**config.mk**
```make
export PLATFORM = sky130hd
export DESIGN_NAME = fetch_buffer_unit
export DESIGN_NICKNAME = d
export VERILOG_FILES = /design/src/rtl/fetch_buffer_unit_pkg.sv /design/src/rtl/fetch_buffer_unit_fifo.sv /design/src/rtl/fetch_buffer_unit.sv
export SDC_FILE = /design/constraint.sdc
export NUM_CORES = 1
export LEC_CHECK = 0
export ABC_AREA = 0
export CAP_MARGIN = 10
export CORE_ASPECT_RATIO = 1.4
export CORE_MARGIN = 1
export CORE_UTILIZATION = 60
export DETAILED_ROUTE_END_ITERATION = 6
export GPL_TIMING_DRIVEN = 0
export PLACE_DENSITY_LB_ADDON = 0.15
export SYNTH_ARGS = -nofsm -noshare
export SYNTH_HDL_FRONTEND = slang
export SYNTH_SLANG_ARGS = --single-unit
```
**constraint.sdc**
```tcl
create_clock -name clk -period 6.1 [get_ports clk]
set_input_delay 1.22 -clock clk [delete_from_list [all_inputs] [get_ports clk]]
set_output_delay 1.22 -clock clk [all_outputs]
set_load 0.02 [all_outputs]
```
**src/rtl/fetch_buffer_unit_pkg.sv**
```systemverilog
// Shared types and defaults for the fetch buffer unit and its FIFO.
package fetch_buffer_unit_pkg;

    typedef logic [31:0] u32;
    typedef logic [63:0] u64;

    // One fetched instruction as presented to decode.
    typedef struct packed {
        u32   raw_instr;
        u64   pc;
        logic is_bubble;
    } fetch_data_t;

    localparam int unsigned FETCH_DEPTH = 4;

    typedef enum logic [0:0] {
        RUN     = 1'b0,
        DISCARD = 1'b1
    } fetch_state_t;

    // Entry shown to decode when nothing is valid.
    function automatic fetch_data_t fetch_bubble();
        fetch_data_t b;
        b.raw_instr = '0;
        b.pc        = '0;
        b.is_bubble = 1'b1;
        return b;
    endfunction

endpackage

```
**src/rtl/fetch_buffer_unit_fifo.sv**
```systemverilog
// Circular DEPTH-entry FIFO of fetch_data_t with flush; head is the oldest entry.
module fetch_buffer_unit_fifo
    import fetch_buffer_unit_pkg::*;
#(
    parameter int unsigned DEPTH = FETCH_DEPTH
) (
    input  logic                         clk,
    input  logic                         reset,
    input  logic                         flush,
    input  logic                         push,
    input  fetch_data_t                  push_data,
    input  logic                         pop,
    output fetch_data_t                  head,
    output logic [$clog2(DEPTH+1)-1:0]   count
);

    localparam int unsigned AW = $clog2(DEPTH);
    localparam int unsigned CW = $clog2(DEPTH + 1);

    fetch_data_t   mem_q [DEPTH];
    logic [AW-1:0] wptr_q, wptr_d;
    logic [AW-1:0] rptr_q, rptr_d;
    logic [CW-1:0] count_q, count_d;
    logic          do_pop;

    assign do_pop = pop && (count_q != '0);
    assign head   = mem_q[rptr_q];
    assign count  = count_q;

    // Pointer and count update; flush empties the FIFO and overrides push/pop.
    always_comb begin
        wptr_d  = wptr_q;
        rptr_d  = rptr_q;
        count_d = count_q;
        if (flush) begin
            wptr_d  = '0;
            rptr_d  = '0;
            count_d = '0;
        end else begin
            if (push) begin
                wptr_d = wptr_q + AW'(1);
            end
            if (do_pop) begin
                rptr_d = rptr_q + AW'(1);
            end
            count_d = count_q + CW'(push) - CW'(do_pop);
        end
    end

    // Pointer/count registers with synchronous reset.
    always_ff @(posedge clk) begin
        if (reset) begin
            wptr_q  <= '0;
            rptr_q  <= '0;
            count_q <= '0;
        end else begin
            wptr_q  <= wptr_d;
            rptr_q  <= rptr_d;
            count_q <= count_d;
        end
    end

    // Storage write; entries need no reset since count gates their visibility.
    always_ff @(posedge clk) begin
        if (!reset && !flush && push) begin
            mem_q[wptr_q] <= push_data;
        end
    end

    // The owner only pushes while not full.
    always_ff @(posedge clk) begin
        if (!reset) begin
            assert (!(push && !flush && (count_q == CW'(DEPTH))));
        end
    end

endmodule

```
**src/rtl/fetch_buffer_unit.sv**
```systemverilog
// Fetch stage: owns the PC, issues one outstanding ibus request at a time and
// buffers returned instructions for decode. A redirect flushes the buffer;
// a request already on the bus is held (DISCARD) until its response arrives,
// which is then dropped. ibus requirement: after reset the bus must not
// return data for a request that was in flight when reset was asserted.
module fetch_buffer_unit
    import fetch_buffer_unit_pkg::*;
#(
    parameter int unsigned DEPTH    = FETCH_DEPTH,
    parameter logic [63:0] RESET_PC = 64'h0000_0000_8000_0000,
    parameter int unsigned PC_STEP  = 4
) (
    input  logic                         clk,
    input  logic                         reset,
    output logic                         ireq_valid,
    output logic [63:0]                  ireq_addr,
    input  logic                         iresp_valid,
    input  logic [31:0]                  iresp_data,
    input  logic                         redirect_valid,
    input  logic [63:0]                  redirect_pc,
    output logic                         out_valid,
    input  logic                         out_ready,
    output fetch_data_t                  dataF,
    output logic [$clog2(DEPTH+1)-1:0]   occupancy
);

    localparam int unsigned CW = $clog2(DEPTH + 1);

    localparam logic [0:0] ST_RUN     = 1'(RUN);
    localparam logic [0:0] ST_DISCARD = 1'(DISCARD);

    logic [0:0]    state_q, state_d;
    u64            pc_q, pc_d;
    u64            stale_q, stale_d;
    logic          push;
    fetch_data_t   push_data;
    fetch_data_t   head;
    logic [CW-1:0] count;

    // Request generation, PC sequencing and redirect handling.
    always_comb begin
        state_d    = state_q;
        pc_d       = pc_q;
        stale_d    = stale_q;
        push       = 1'b0;
        ireq_valid = 1'b0;
        ireq_addr  = pc_q;
        case (state_q)
            ST_RUN: begin
                ireq_valid = !reset && (count < CW'(DEPTH));
                if (redirect_valid) begin
                    pc_d = redirect_pc;
                    if (ireq_valid && !iresp_valid) begin
                        stale_d = pc_q;
                        state_d = ST_DISCARD;
                    end
                end else if (ireq_valid && iresp_valid) begin
                    push = 1'b1;
                    pc_d = pc_q + 64'(PC_STEP);
                end
            end
            ST_DISCARD: begin
                ireq_valid = !reset;
                ireq_addr  = stale_q;
                if (redirect_valid) begin
                    pc_d = redirect_pc;
                end
                if (iresp_valid) begin
                    state_d = ST_RUN;
                end
            end
            default: begin
                state_d = ST_RUN;
            end
        endcase
    end

    // FSM, PC and stale-address registers.
    always_ff @(posedge clk) begin
        if (reset) begin
            state_q <= ST_RUN;
            pc_q    <= RESET_PC;
            stale_q <= '0;
        end else begin
            state_q <= state_d;
            pc_q    <= pc_d;
            stale_q <= stale_d;
        end
    end

    assign push_data.raw_instr = iresp_data;
    assign push_data.pc        = pc_q;
    assign push_data.is_bubble = 1'b0;

    fetch_buffer_unit_fifo #(
        .DEPTH (DEPTH)
    ) u_fifo (
        .clk       (clk),
        .reset     (reset),
        .flush     (redirect_valid),
        .push      (push),
        .push_data (push_data),
        .pop       (out_valid && out_ready),
        .head      (head),
        .count     (count)
    );

    assign occupancy = count;
    assign out_valid = (count != '0);
    assign dataF     = out_valid ? head : fetch_bubble();

endmodule

```
# Word level (Yosys, flattened, before mapping)
# Memory sizes are Yosys's and may differ from the RTL's. A register that Yosys moved wholly into a read port is not among the register bits.
# Index checks and enable logic that the tools add are counted.
[totals]
register_bits = 136
ramBits = 384
input_bits = 101
elab_cells = 48
memories = 1
[classes]
add_sub_neg = 5
order_cmp = 1
eq_ne = 2
muxes = 18
n_bitwise = 1
n_reduce_logical = 14
[mem_list]
columns = ["memory", "words", "width", "read_ports", "rd_clocked_by_memory_dff", "wr", "line", "source"]
rows = [
  ["u_fifo.mem_q", 4, 96, 1, 1, 1, "fetch_buffer_unit_fifo.sv:20", "fetch_data_t mem_q [DEPTH];"],
]
[op_table]
columns = ["operator", "count"]
rows = [
  ["two-way mux 64 bit", 4],
  ["case mux 64 bit (2 select lines)", 1],
  ["two-way mux 97 bit", 1],
  ["adder 64 x 3 -> 64 bit, second input constant", 1],
  ["two-way mux 1 bit", 8],
  ["logical AND 1 bit", 7],
  ["adder 2 x 1 -> 2 bit, second input constant", 2],
  ["two-way mux 2 bit", 2],
  ["case mux 1 bit (2 select lines)", 2],
  ["adder 3 x 1 -> 3 bit", 1],
  ["logical NOT 1 bit", 3],
  ["less-than comparator 3 bit, second input constant", 1],
  ["inequality test 3 bit, second input constant", 1],
  ["AND reduction 3 bit", 1],
  ["nonzero test 3 bit", 1],
  ["subtractor 3 x 1 -> 3 bit", 1],
  ["inequality test 2 bit, second input constant", 1],
  ["AND reduction 2 bit", 1],
  ["OR reduction 2 bit", 1],
  ["NOT 1 bit", 1],
]

# Logic depth before layout (Yosys ltp)
[depth]
depth_word = 9
depth_mapped = 12

# Modules after synthesis
# From an unflattened synthesis, not the netlist that was laid out.
[unflattened]
hier_cells = 1624
area_unflattened_um2 = 22522.9
[by_module_without_submodules]
columns = ["mod", "n_inst", "cells_per_inst", "area_per_inst_um2", "seq_area_each_um2"]
rows = [
  ["fetch_buffer_unit_fifo", 1, 553, 14465.1, 11831.3],
  ["fetch_buffer_unit", 1, 1071, 8057.7, 2582.5],
]

# Least setup slack after synthesis
# OpenSTA, ideal clock, no wires.
[synth_path]
path_type = "input port to flip-flop"
from = "in iresp_valid"
to = "mem u_fifo.mem_q[0][0] (netlist bit), enable pin"
arrival_ps = 4048
required_time_ps = 5634
path_slack_ps = 1585
stages = 3
path_buffers = 1
cell_sequence = "nor3b_1 clkbuf_1 and3_1"
[synth_between]
elab_chain_len = 7
[synth_lines]
columns = ["element", "line", "source"]
rows = [
  ["start: declaration", "fetch_buffer_unit.sv:17", "input logic iresp_valid,"],
  ["logical AND 1 bit", "fetch_buffer_unit.sv:57", "end else if (ireq_valid && iresp_valid) begin"],
  ["two-way mux 1 bit", "fetch_buffer_unit.sv:57", ""],
  ["two-way mux 1 bit", "fetch_buffer_unit.sv:51", "if (redirect_valid) begin"],
  ["two-way mux 1 bit", "fetch_buffer_unit.sv:48", "case (state_q)"],
  ["logical AND 1 bit", "fetch_buffer_unit_fifo.sv:65", "if (!reset && !flush && push) begin"],
  ["two-way mux 1 bit", "fetch_buffer_unit_fifo.sv:65", ""],
  ["two-way mux 1 bit (not written as such)", "fetch_buffer_unit_fifo.sv:66", "mem_q[wptr_q] <= push_data;"],
  ["end: declaration", "fetch_buffer_unit_fifo.sv:20", ""],
]
# No other way between the ends.

# Worst setup path after layout
[layout_path]
from = "in reset"
to = "out ireq_valid"
[layout_between]
elab_chain_len = 3
[layout_lines]
columns = ["element", "line", "source"]
rows = [
  ["start: declaration", "fetch_buffer_unit.sv:14", "input logic reset,"],
  ["logical NOT 1 bit (*)", "fetch_buffer_unit.sv:50, fetch_buffer_unit.sv:63", ""],
  ["logical AND 1 bit", "fetch_buffer_unit.sv:50", "ireq_valid = !reset && (count < CW'(DEPTH));"],
  ["case mux 1 bit (2 select lines) (*)", "fetch_buffer_unit.sv:48", ""],
  ["end: declaration", "fetch_buffer_unit.sv:15", "output logic ireq_valid,"],
]
# Every way passes the cells marked *; elsewhere a longest branch is shown, timed or not.

==> metrics.txt <==
Core Area 0.0367 sq mm; CP Capture Type output pin; die width 165 microns; final worst path period share 92.0%; Synth Flop Type edfxtp_1; met3 Resource Use GR 5.48%; gp weighted congestion 0.978; Synth area leaders edfxtp_1 (52%), dfxtp_1 (12%), mux4_2 (9.7%); crit start category input pin; largest net degree at the start of global routing 57; DRT Wirelength 66000 microns; multi-input logic area 0.00757 sq mm; final std cells w/o fill 2486; Inserted Diodes 0; Max Fclk 0.178 GHz; Detailed Place HPWL 44700 microns; initial drt markers 1697; synth unique cells 73; root buffer cell clkbuf_16; Post-synth EDFFs 384; post-synthesis xor/xnor area fraction 0.196%; Resized cells post-CTS 0; Placed Cells 2399; Final setup viols 0; met2 GRT Util 58.8%; sequential area share after synthesis 63.9%; WHS 0.455 ns; worst-case clock buffer depth 3; post-synthesis net count 1768; antenna violations before repair 0; Site Rows 83; Synth Register Bits 522; worst vdd ir 0.298 mV; CP arrival 4.39 ns; Pre-antenna DRT Iters 6; Clock Latency Late Sink 0.58 ns; Worst slew margin 9.18%; Final min period 5.61 ns; via count 16000; grt ovf 0; # IOs 267; clock-pin slew of the registers on the worst-case setup and hold paths 0.06 ns; final hold vios 0; CP max stage cell buf_1; CTS tree yes; WP data required 4.88 ns; post-CTS setup buffers 0; simple-gate share of the synthesized area 12.9%; detail-routed via count per cell 6.43; Synth Area in Adders 0.481%; vias in the first global route 15900; CTS Buf Count 47; main combinational cell family by area after synthesis multiplexers; Filler cells 2328; async set or reset register ratio after synthesis 0%; crit-path cells clkdlybuf4s50_1, clkbuf_1, clkbuf_1, buf_1, a21oi_1, clkdlybuf4s50_1; share of the synthesized area in the top cell type 51.5%; post-route total power 7.80 mW; nets 2090; die height 230 microns; Initial Utilization 61.0%; Compound-Gate Fraction of Synth Area 6.91%; Buffers on Ports 266; Worst Hold Class flip-flop to flip-flop; post-route ant nets 0; P per Cell Area 285 mW/mm^2; Seq. cell area 0.0143 sq mm; LEAKAGE 8.86 nW; max_cap viols 0; critical path's top delay family buffers and inverters; CTS hold repair buffers 0; Post-Syn Area per Cell 13.5 sq um; mux cell area share after synthesis 13.2%; Max H-tree Level 2; Sink Count 522; status finished clean; YS warnings 0; DIE AREA 0.0381 sq mm; Worst Tran Pin Value 1.35 ns; Remaining DRCs 0; grt peak-use layer met2; Max Clock Skew 0.0195 ns; Final Slew Violations 0; WS Path Type input pin to output pin; Cell Area, Synth 0.0224 sq mm; GRT Util Overall 35.0%; detailed-route wire length per cell 26.6 microns; fraction of layout cells with a size suffix above 1 13.3%; critical path fanouts, max 10; crit path buf inv count 5; area delta synth->final 22.2%; first-pass GRT wire length 96800 microns; crit-path max cell delay 0.66 ns; grt met1 use 44.0%; Yosys top cell by area edfxtp_1; Cells after Synth 1659; RSZ-0062 raised after global routing false; Sum Neg Setup Slack 0 ns
power by group:
part	internal [mW]	leakage [nW]	switching [mW]
Combinational	0.348	3.41	0.467
Clock	1.69	0.761	1.30
Sequential	3.89	4.69	0.0993
synth_stat cells (all sizes together), types with 4 or more instances:
master	count
edfxtp	384
nand2	218
dfxtp	138
and2	104
a21oi	101
clkbuf	100
mux4	96
nor2	65
mux2	59
o21ai	36
nand3	34
nand4	32
nor4	29
buf	27
and3	24
or3	17
nor3	16
inv	14
mux2i	12
a31oi	11
or4	10
a22oi	8
o22ai	8
a211oi	7
and4	7
ha	7
o211ai	7
o41ai	7
a21o	6
a22o	6
a311oi	6
o31ai	6
a32o	4
tightest hold or removal path: cells and delay by family (launching register included):
kind            cells  cell delay, ns
flops               1            0.31
simple gates        1            0.05
compound gates      1            0.05
per-layer routing:
layer,wire length [microns],part of all wire [%]
met5,0,0
met4,3300,5.0
met3,5190,7.9
met2,33100,50
met1,24400,37
metrics by stage:
| stage | util, % | setup slack, ns | area, sq um |
|---|---|---|---|
| floorplan | - | 1.59 | 22400 |
| global placement | 69.9 | -1.10 | 25600 |
| detailed placement | 70.3 | 0.630 | 25800 |
| CTS | 74.6 | 0.623 | 27300 |
| global route | 74.6 | 0.456 | 27300 |
| finish | 74.6 | 0.487 | 27300 |
worst paths after layout:
| path | start | endpoint | slack [ns] | depth (start not counted) |
|---|---|---|---|---|
| setup / recovery | reset | ireq_valid | 0.49 | 6 |
| setup reg to reg | u_fifo.count[2] | u_fifo.count[2] | 2.54 | 12 |
| hold reg to reg | stale_q[13] | stale_q[13] | 0.45 | 2 |
| hold / removal | stale_q[13] | stale_q[13] | 0.45 | 2 |
cell usage in the layout (no fill, tap or decap), drive strengths merged, types with 10 or more instances in the layout:
cell type      count
a21oi            101
clkinv            13
mux2              59
mux4              96
and2             104
clkbuf           165
nor4              29
buf               34
nand2            218
or3               17
dfxtp            138
o21ai             36
mux2i             12
or4               10
a31oi             11
nand3             34
and3              24
nor3              16
clkdlybuf4s50    266
edfxtp           384
nor2              65
nand4             32
inv               17
final cells by class:
| type | instances | area share [%] |
|---|---|---|
| flip-flops and latches | 522 | 52.3 |
| multi-input cells | 995 | 27.7 |
| inverters | 15 | 0.206 |
| plain buffers | 127 | 1.79 |
| well taps | 467 | 2.14 |
| repair buffers | 273 | 10.2 |
| clock buffers | 65 | 4.82 |
| clock inverters | 22 | 0.888 |
registers in the layout, indices dropped and copies added, names as in the netlist, named ones only:
signal	cells
pc_q	64
u_fifo.wptr_q	2
u_fifo.rptr_q	2
stale_q	64
u_fifo.mem_q	384
u_fifo.count	3
state_q	1
kinds of logic after synthesis:
group / after synthesis
xor+xnor: 5
mux: 167
compound gates: 244
flops: 522
buf+inv: 142
simple gates: 571
fa+ha+maj: 8
(Power assumes the default switching activity.)
